--- src/rtl/uart_cmd_ctrl.sv ---
// rtl/uart_cmd_ctrl.sv - UART framed command parser driving audio FIFO, NCO carrier and RF gate
// Frame: A5, CMD, D0..D3 (little-endian), CHK = CMD^D0^D1^D2^D3.
module uart_cmd_ctrl #(
  parameter logic [31:0] DEFAULT_CARRIER = 32'd609885356,
  parameter logic [24:0] DEFAULT_HANG    = 25'd20_000_000,
  parameter logic [19:0] FRAME_TIMEOUT   = 20'd100000
) (
  input  logic        clk,
  input  logic        rst_n,
  input  logic [7:0]  rx_data,
  input  logic        rx_valid,
  input  logic        fifo_full,
  input  logic        fifo_empty,
  output logic [31:0] fifo_din,
  output logic        fifo_wr_en,
  output logic [31:0] carrier_inc,
  output logic        tx_enable,
  output logic        cmd_err,
  output logic [7:0]  ovf_cnt
);

  typedef enum logic [1:0] {S_HUNT, S_CMD, S_DATA, S_CHK} state_t;

  localparam logic [7:0] SYNC_BYTE   = 8'hA5;
  localparam logic [7:0] CMD_AUDIO   = 8'h01;
  localparam logic [7:0] CMD_CARRIER = 8'h02;
  localparam logic [7:0] CMD_HANG    = 8'h03;
  localparam logic [7:0] CMD_PTT     = 8'h04;

  localparam logic [1:0] MODE_VOX = 2'd0;
  localparam logic [1:0] MODE_ON  = 2'd1;
  localparam logic [1:0] MODE_OFF = 2'd2;

  state_t      state, state_next;
  logic [1:0]  idx;
  logic [7:0]  cmd_reg;
  logic [31:0] payload;
  logic [19:0] gap_cnt;
  logic [24:0] hang_reg;
  logic [24:0] hang_cnt;
  logic [1:0]  mode;

  logic [7:0]  chk_calc;
  logic        cmd_known;
  logic        exec;
  logic        reject;
  logic        timeout;

  assign chk_calc = cmd_reg ^ payload[7:0] ^ payload[15:8] ^ payload[23:16] ^ payload[31:24];

  always_comb begin
    cmd_known = 1'b0;
    case (cmd_reg)
      CMD_AUDIO, CMD_CARRIER, CMD_HANG: cmd_known = 1'b1;
      CMD_PTT:                          cmd_known = (payload[1:0] != 2'd3);
      default:                          cmd_known = 1'b0;
    endcase
  end

  always_ff @(posedge clk or negedge rst_n) begin
    if (!rst_n) state <= S_HUNT;
    else        state <= state_next;
  end

  always_comb begin
    state_next = state;
    exec       = 1'b0;
    reject     = 1'b0;
    timeout    = 1'b0;
    case (state)
      S_HUNT: if (rx_valid && rx_data == SYNC_BYTE) state_next = S_CMD;
      S_CMD:  if (rx_valid) state_next = S_DATA;
      S_DATA: if (rx_valid && idx == 2'd3) state_next = S_CHK;
      S_CHK: begin
        if (rx_valid) begin
          state_next = S_HUNT;
          if (rx_data == chk_calc && cmd_known) exec = 1'b1;
          else                                  reject = 1'b1;
        end
      end
      default: state_next = S_HUNT;
    endcase
    // A byte arriving on the timeout cycle keeps the frame alive.
    if (state != S_HUNT && !rx_valid && gap_cnt == FRAME_TIMEOUT) begin
      state_next = S_HUNT;
      timeout    = 1'b1;
    end
  end

  always_ff @(posedge clk or negedge rst_n) begin
    if (!rst_n) begin
      gap_cnt <= '0;
    end else if (state == S_HUNT || rx_valid || timeout) begin
      gap_cnt <= '0;
    end else begin
      gap_cnt <= gap_cnt + 20'd1;
    end
  end

  always_ff @(posedge clk or negedge rst_n) begin
    if (!rst_n) begin
      idx     <= '0;
      cmd_reg <= '0;
      payload <= '0;
    end else if (rx_valid) begin
      case (state)
        S_CMD: begin
          cmd_reg <= rx_data;
          idx     <= 2'd0;
        end
        S_DATA: begin
          case (idx)
            2'd0:    payload[7:0]   <= rx_data;
            2'd1:    payload[15:8]  <= rx_data;
            2'd2:    payload[23:16] <= rx_data;
            default: payload[31:24] <= rx_data;
          endcase
          idx <= idx + 2'd1;
        end
        default: ;
      endcase
    end
  end

  always_ff @(posedge clk or negedge rst_n) begin
    if (!rst_n) begin
      fifo_din    <= '0;
      fifo_wr_en  <= 1'b0;
      carrier_inc <= DEFAULT_CARRIER;
      hang_reg    <= DEFAULT_HANG;
      mode        <= MODE_VOX;
      cmd_err     <= 1'b0;
      ovf_cnt     <= '0;
    end else begin
      fifo_wr_en <= 1'b0;
      cmd_err    <= reject | timeout;
      if (exec) begin
        case (cmd_reg)
          CMD_AUDIO: begin
            if (fifo_full) begin
              if (ovf_cnt != 8'hFF) ovf_cnt <= ovf_cnt + 8'd1;
            end else begin
              fifo_din   <= payload;
              fifo_wr_en <= 1'b1;
            end
          end
          CMD_CARRIER: carrier_inc <= payload;
          CMD_HANG:    hang_reg    <= payload[24:0];
          CMD_PTT:     mode        <= payload[1:0];
          default: ;
        endcase
      end
    end
  end

  // hang_reg is sampled only on reload, so a new value never disturbs a running countdown.
  always_ff @(posedge clk or negedge rst_n) begin
    if (!rst_n) begin
      hang_cnt  <= '0;
      tx_enable <= 1'b0;
    end else begin
      case (mode)
        MODE_ON: begin
          hang_cnt  <= '0;
          tx_enable <= 1'b1;
        end
        MODE_OFF: begin
          hang_cnt  <= '0;
          tx_enable <= 1'b0;
        end
        default: begin
          if (!fifo_empty) begin
            hang_cnt  <= hang_reg;
            tx_enable <= 1'b1;
          end else begin
            tx_enable <= (hang_cnt != '0);
            if (hang_cnt != '0) hang_cnt <= hang_cnt - 25'd1;
          end
        end
      endcase
    end
  end

endmodule

--- config.mk ---
export PLATFORM = sky130hd
export DESIGN_NAME = uart_cmd_ctrl
export DESIGN_NICKNAME = d
export VERILOG_FILES = /design/src/rtl/uart_cmd_ctrl.sv
export SDC_FILE = /design/constraint.sdc
export NUM_CORES = 1
export LEC_CHECK = 0
export ABC_AREA = 1
export CORE_ASPECT_RATIO = 1.75
export CORE_MARGIN = 3
export CORE_UTILIZATION = 52
export CTS_CLUSTER_DIAMETER = 60
export DETAILED_ROUTE_END_ITERATION = 6
export PLACE_DENSITY = 0.77
export REMOVE_ABC_BUFFERS = 1
export SLEW_MARGIN = 20
export SYNTH_ARGS = -nofsm -noshare
export SYNTH_HDL_FRONTEND = slang
export SYNTH_SLANG_ARGS = --single-unit
--- constraint.sdc ---
create_clock -name clk -period 1.88 [get_ports clk]
set_input_delay 0.188 -clock clk [delete_from_list [all_inputs] [get_ports clk]]
set_output_delay 0.188 -clock clk [all_outputs]
set_load 0.02 [all_outputs]
# Word-level counts from Yosys, hierarchy flattened
# Cells that the tools add are included.
classes:
  eq_ne: 22
  n_reduce_logical: 28
  n_addsub: 4
  bitwise_logic: 7
  mux: 24
op_table:
  columns: ["cell", "count"]
  rows:
  - ["25-bit 2-to-1 mux", 3]
  - ["8-bit bitwise XOR", 4]
  - ["25-bit nonzero test", 1]
  - ["25-bit by 1-bit subtractor with 25-bit output, second input constant", 1]
  - ["20-bit by 1-bit adder with 20-bit output, second input constant", 1]
  - ["20-bit by 17-bit equality test with 1-bit output, second input constant", 1]
  - ["20-bit 2-to-1 mux", 1]
  - ["8-bit by 2-bit equality test with 1-bit output, second input constant", 2]
  - ["3-bit AND reduction", 5]
  - ["3-bit != test, second input constant", 4]
  - ["1-bit 2-to-1 mux", 11]
  - ["2-bit equality test, second input constant", 5]
  - ["2-bit 2-to-1 mux", 5]
  - ["2-bit AND reduction", 5]
  - ["8-bit by 1-bit adder with 8-bit output, second input constant", 1]
  - ["8-bit by 1-bit equality test with 1-bit output, second input constant", 1]
  - ["8-bit by 3-bit equality test with 1-bit output, second input constant", 1]
  - ["8-bit equality test", 1]
  - ["8-bit equality test, second input constant", 1]
  - ["8-bit != test, second input constant", 1]
  - ["2-bit one-hot mux with 4 select lines", 1]
  - ["4-bit AND reduction", 2]
  - ["2-bit by 1-bit equality test with 1-bit output, second input constant", 3]
  - ["3-bit OR reduction", 2]
  - ["other kinds (13)", 22]
totals:
  in_bits: 13
  word_cells: 102
  out_inout_bits: 75
  register_bits: 191

# Depth between registers and ports, before layout
logic_depth:
  depth_word: 10
  ltp_mapped: 17
  depth_no_buf: 15

# Worst setup path after synthesis
# No wires, ideal clock.
synth_path:
  path_type: "register to register"
  from: "register payload[7]"
  to: "register fifo_din[25]"
  setup_ps: 130
  required_ps: 1750
  synth_period_minus_slack_ps: 1924
  t_arrival_ps: 1793
  n_path_buf: 2
  path_stages_with_launch: 16
  path_slack_ps: -44
  cell_sequence: "dfrtp_1 -> or2_1 -> nand2_1 -> nand2_1 -> nand2_1 -> nand3_1 -> nand2_1 -> nand3_1 -> nor2_1 -> nand3_2 -> nor2_4 -> nand2_2 -> buf_6 -> buf_6 -> nand2_1 -> o21ai_1"
synth_via:
  elab_chain_len: 10
synth_lines:
  columns: ["element", "line_no", "text"]
  rows:
  - ["start, declared", "37", "logic [31:0] payload;"]
  - ["start signal, assigned", "113", "2'd0: payload[7:0] <= rx_data;"]
  - ["8-bit bitwise XOR (4 in series)", "49", "assign chk_calc = cmd_reg ^ payload[7:0] ^ payload[15:8] ^ payload[23:16] ^ payload[31:24];"]
  - ["8-bit equality test", "77", "if (rx_data == chk_calc && cmd_known) exec = 1'b1;"]
  - ["1-bit logical AND", "77", null]
  - ["1-bit 2-to-1 mux", "77", null]
  - ["1-bit 2-to-1 mux", "75", "if (rx_valid) begin"]
  - ["1-bit 2-to-1 mux", "70", "case (state)"]
  - ["3-bit AND reduction (no line)", null, null]
  - ["end signal, assigned", "143", "fifo_din <= payload;"]
  - ["end, declared", "14", "output logic [31:0] fifo_din,"]
# No other way between the ends.
# A chain may end at the register's enable or synchronous reset.

# Final worst setup path
layout_path:
  from: "register cmd_reg[7]"
  to: "register fifo_din[14]"
layout_via:
  elab_chain_len: 10
  elab_cells_between_ends: 16
  cone_classes: "5 x eq/ne; 4 x mux; 4 x bitwise; 3 x reduce/logical"
layout_lines:
  columns: ["element", "line_no", "text"]
  rows:
  - ["start, declared", "36", "logic [7:0] cmd_reg;"]
  - ["start signal, assigned", "108", "cmd_reg <= rx_data;"]
  - ["8-bit bitwise XOR (4 in series)", "49", null]
  - ["8-bit equality test", "77", null]
  - ["1-bit logical AND", "77", null]
  - ["1-bit 2-to-1 mux", "77", null]
  - ["1-bit 2-to-1 mux", "75", null]
  - ["1-bit 2-to-1 mux", "70", null]
  - ["3-bit AND reduction (no line) *", null, null]
# Every way passes the cells marked *; elsewhere a longest branch is shown, timed or not.

==> results.py <==
metrics = {
    "placed_design": {
        "dp_hpwl_um": 16200,
        "place_ws_ps": -552,
        "portBuffers": 87,
        "dpl.cell_count": 1490,
        "globalplace.congestion": 0.895,
    },
    "setup_path": {
        "cp-end-kind": "register",
        "cp.required_ps": 2200,
        "reg2reg_slack_ps": -310,
        "crit_path_frequent_cell": "nand2_1",
        "startpoint_type": "register",
        "critPathMaxStageDelay_ps": 410,
        "r2r-end": "fifo_din[14]",
        "worstPathCellList": "buf_6 > nor3_2 > buf_4 > nand3_1 > nand2_1 > nand2_2 > nor3_4 > nand3_2 > nor2_4 > nand2_4 > buf_12 > nand2_1 > o21ai_2",
        "setup.worst_path.end": "fifo_din[14]",
        "critPathKind": "register to register",
        "critPathSlowestCell": "dfrtp_1",
        "critPathBufInv": 3,
        "timing.rr.start": "cmd_reg[7]",
        "cp.arrival_ps": 2510,
        "crit_family": "simple AND/OR/NAND/NOR gates",
        "path_depth": 13,
        "crit_fanout": 43,
        "crit_start": "cmd_reg[7]",
        "r2r_cells": 13,
    },
    "global_routing": {
        "grt_pass1_wl_um": 39200,
        "track_usage_pct": 25.6,
        "grt_overflow_total": 0,
        "antenna_found_initial": 0,
        "grt_pass1_vias": 8467,
        "grt_max_degree": 58,
    },
    "yosys": {
        "syn_area_per_cell_um2": 8.37,
        "yosys.area_share.adder_pct": 1.94,
        "synth_top_area_cell": "dfrtp_1",
        "synth-edff-count": 0,
        "synth_compound_area_share_pct": 12.7,
        "synth_top_family_by_area": "simple AND/OR/NAND/NOR gates",
        "synth_xor_area_share_pct": 2.43,
        "synth-async-reset-ratio_pct": 100,
        "ys_types": 36,
        "ys_top_cells_by_area": "dfrtp_1 47%, nand2_1 13%, dfstp_2 6.1%",
        "synth_top_area_share_pct": 47.2,
        "ys_warn_count": 0,
        "ys.flop_type": "dfrtp_1",
        "yosys_register_bits": 191,
        "synthSimpleGateAreaFrac_pct": 22.7,
        "synthMuxAreaShare_pct": 0,
        "syn_inst": 1076,
        "yosysSeqAreaShare_pct": 53.4,
        "syn_area_mm2": 0.00901,
    },
    "sta": {
        "timing.final.crit_share_pct": 116,
        "setup_ws_ps": -306,
        "grt_setup_unrepaired": "yes",
        "fmax_mhz": 458,
        "layout_min_cycle_time_ps": 2190,
        "worstMarginPinSlew_ps": 534,
        "fin_setup_tns_ps": -26090,
        "slew_headroom_pct": 64.3,
        "skew_ps": 8.22,
        "setup_viol": 125,
        "slew_viol_final": 0,
        "finalHoldViolations": 0,
    },
    "floorplanning": {
        "ioPinCount": 88,
        "die_x_um": 105,
        "start_util_pct": 53.1,
        "die_y_um": 180,
        "die_area_mm2": 0.0190,
        "design.core.area_mm2": 0.0169,
        "row_count": 63,
    },
    "clock_tree": {
        "htree_levels": 4,
        "cts_tree": "yes",
        "root_buffer": "clkbuf_16",
        "clkTransAtPathRegs_ps": 70,
        "clk_path_buf_depth": 2,
        "insertion_delay_ps": 440,
        "cts_buffers": 17,
        "cts.sinks": 191,
    },
    "layout": {
        "diodes": 0,
        "fin_cells": 1563,
        "final_cell_mix": "266 x nand2_1, 170 x dfrtp_1, 149 x buf_4",
        "postLayoutCoreUtil_pct": 74.4,
        "fin_nets": 1350,
        "drive_above_1_share_pct": 30.2,
        "reg.largest.list": "carrier_inc: 32 flops, fifo_din: 32 flops, payload: 32 flops",
        "syn_to_final_growth_pct": 40.0,
        "layout_commonest_cell": "nand2_1",
    },
    "routing": {
        "avgRoutedWirePerCell_um": 16.2,
        "drtPass1Iterations": 7,
        "ant_nets": 0,
        "route.vias.total": 8392,
        "via_per_inst": 5.37,
        "dr.first_iter.drc_count": 443,
        "finalWirelength_um": 25300,
        "drc": 0,
    },
    "run": {
        "drv_cap": 0,
    },
    "outcome": {
        "violations": "setup timing",
        "status": "finished with violations",
    },
    "hold_path": {
        "hold_class": "primary input to async pin",
    },
    "pwr": {
        "powerDensity_mw_per_mm2": 1020,
        "leakagePower_uw": 0.00585,
        "peakVddDrop_mv": 0.683,
    },
}
## layout make-up
cell class,count,area [µm²]
timing repair buffer,259,2350
tap,227,284
multi-input combinational,735,4150
timing repair inverter,1,7.51
fill,1104,4340
clock buffer,20,457
inverter,118,447
sequential,191,4810
clock inverter,12,100
## synthesized netlist by cell type, types with 15 or more instances
| cell | number |
|---|---|
| clkbuf_1 | 17 |
| dfrtp_1 | 170 |
| dfstp_2 | 21 |
| nand2_1 | 309 |
| nand4_1 | 15 |
| nand3_1 | 52 |
| nor2_1 | 76 |
| a21oi_1 | 25 |
| o21ai_1 | 44 |
| inv_1 | 106 |
| xor2_1 | 21 |
| o21ai_0 | 107 |
| o21ai_2 | 23 |
## power by group
group	leakage, µW	switching [µW]	total [µW]	internal, µW
Sequential	0.00251	392	4910	4520
Combinational	0.00307	2630	4510	1880
Clock	0.000266	1630	3430	1800
## how the worst min path moves through the flow
stage / slack (ps) / to / from
after CTS: 290 / fifo_din[8] / rst_n
after detailed placement: 190 / fifo_din[8] / rst_n
after floorplan: -110 / carrier_inc[0] / rst_n
final: 280 / fifo_din[8] / rst_n
after global routing: 310 / fifo_din[8] / rst_n
after global placement: 190 / fifo_din[10] / rst_n
## worst reg2reg max path, stage by stage (launching register included)
cell     delay, ps
dfrtp_1        410
buf_6          130
nor3_2         130
buf_4          160
nand3_1        100
nand2_1        130
nand2_2         70
nor3_4         180
nand3_2        140
nor2_4         150
nand2_4         80
buf_12         180
nand2_1        160
o21ai_2         50
## cell families (layout without fill, tap and decap cells)
kind of cell / count (synthesis) / count (layout)
xor gates and xnor gates: 25 / 25
DFF: 191 / 191
and+or+nand+nor: 489 / 489
buffers and inverters: 150 / 410
adders and majority gates: 14 / 14
AOI/OAI and AO/OA: 207 / 207
## layer usage
metal / global-route usage [%] / vias up / wire [µm]
met5: 0 / - / 0
met4: 14.0 / 0 / 1350
met3: 4.09 / 109 / 1040
met2: 47.3 / 274 / 13900
met1: 27.3 / 4039 / 9070
li1: - / 3970 / -
## per-stage QoR
stage	hold WS, ps	total power (µW)	area, µm²
after floorplan	-108	6890	8830
after CTS	294	12400	12100
after detailed placement	191	8650	11100
after global routing	306	13600	12600
final	279	12900	12600
after global placement	190	8530	11100
## timing repair
item | 4_1_cts | 5_1_grt
gates cloned | 2 | 2
hold buffers | 1 | 0
setup buffers | 21 | 21
gates resized for setup | 79 | 141
setup endpoints to repair | 115 | 131
endpoints found under the hold margin | 40 | 0
pin swaps | 12 | 34
No activity file was read; power rests on OpenSTA's default activity.
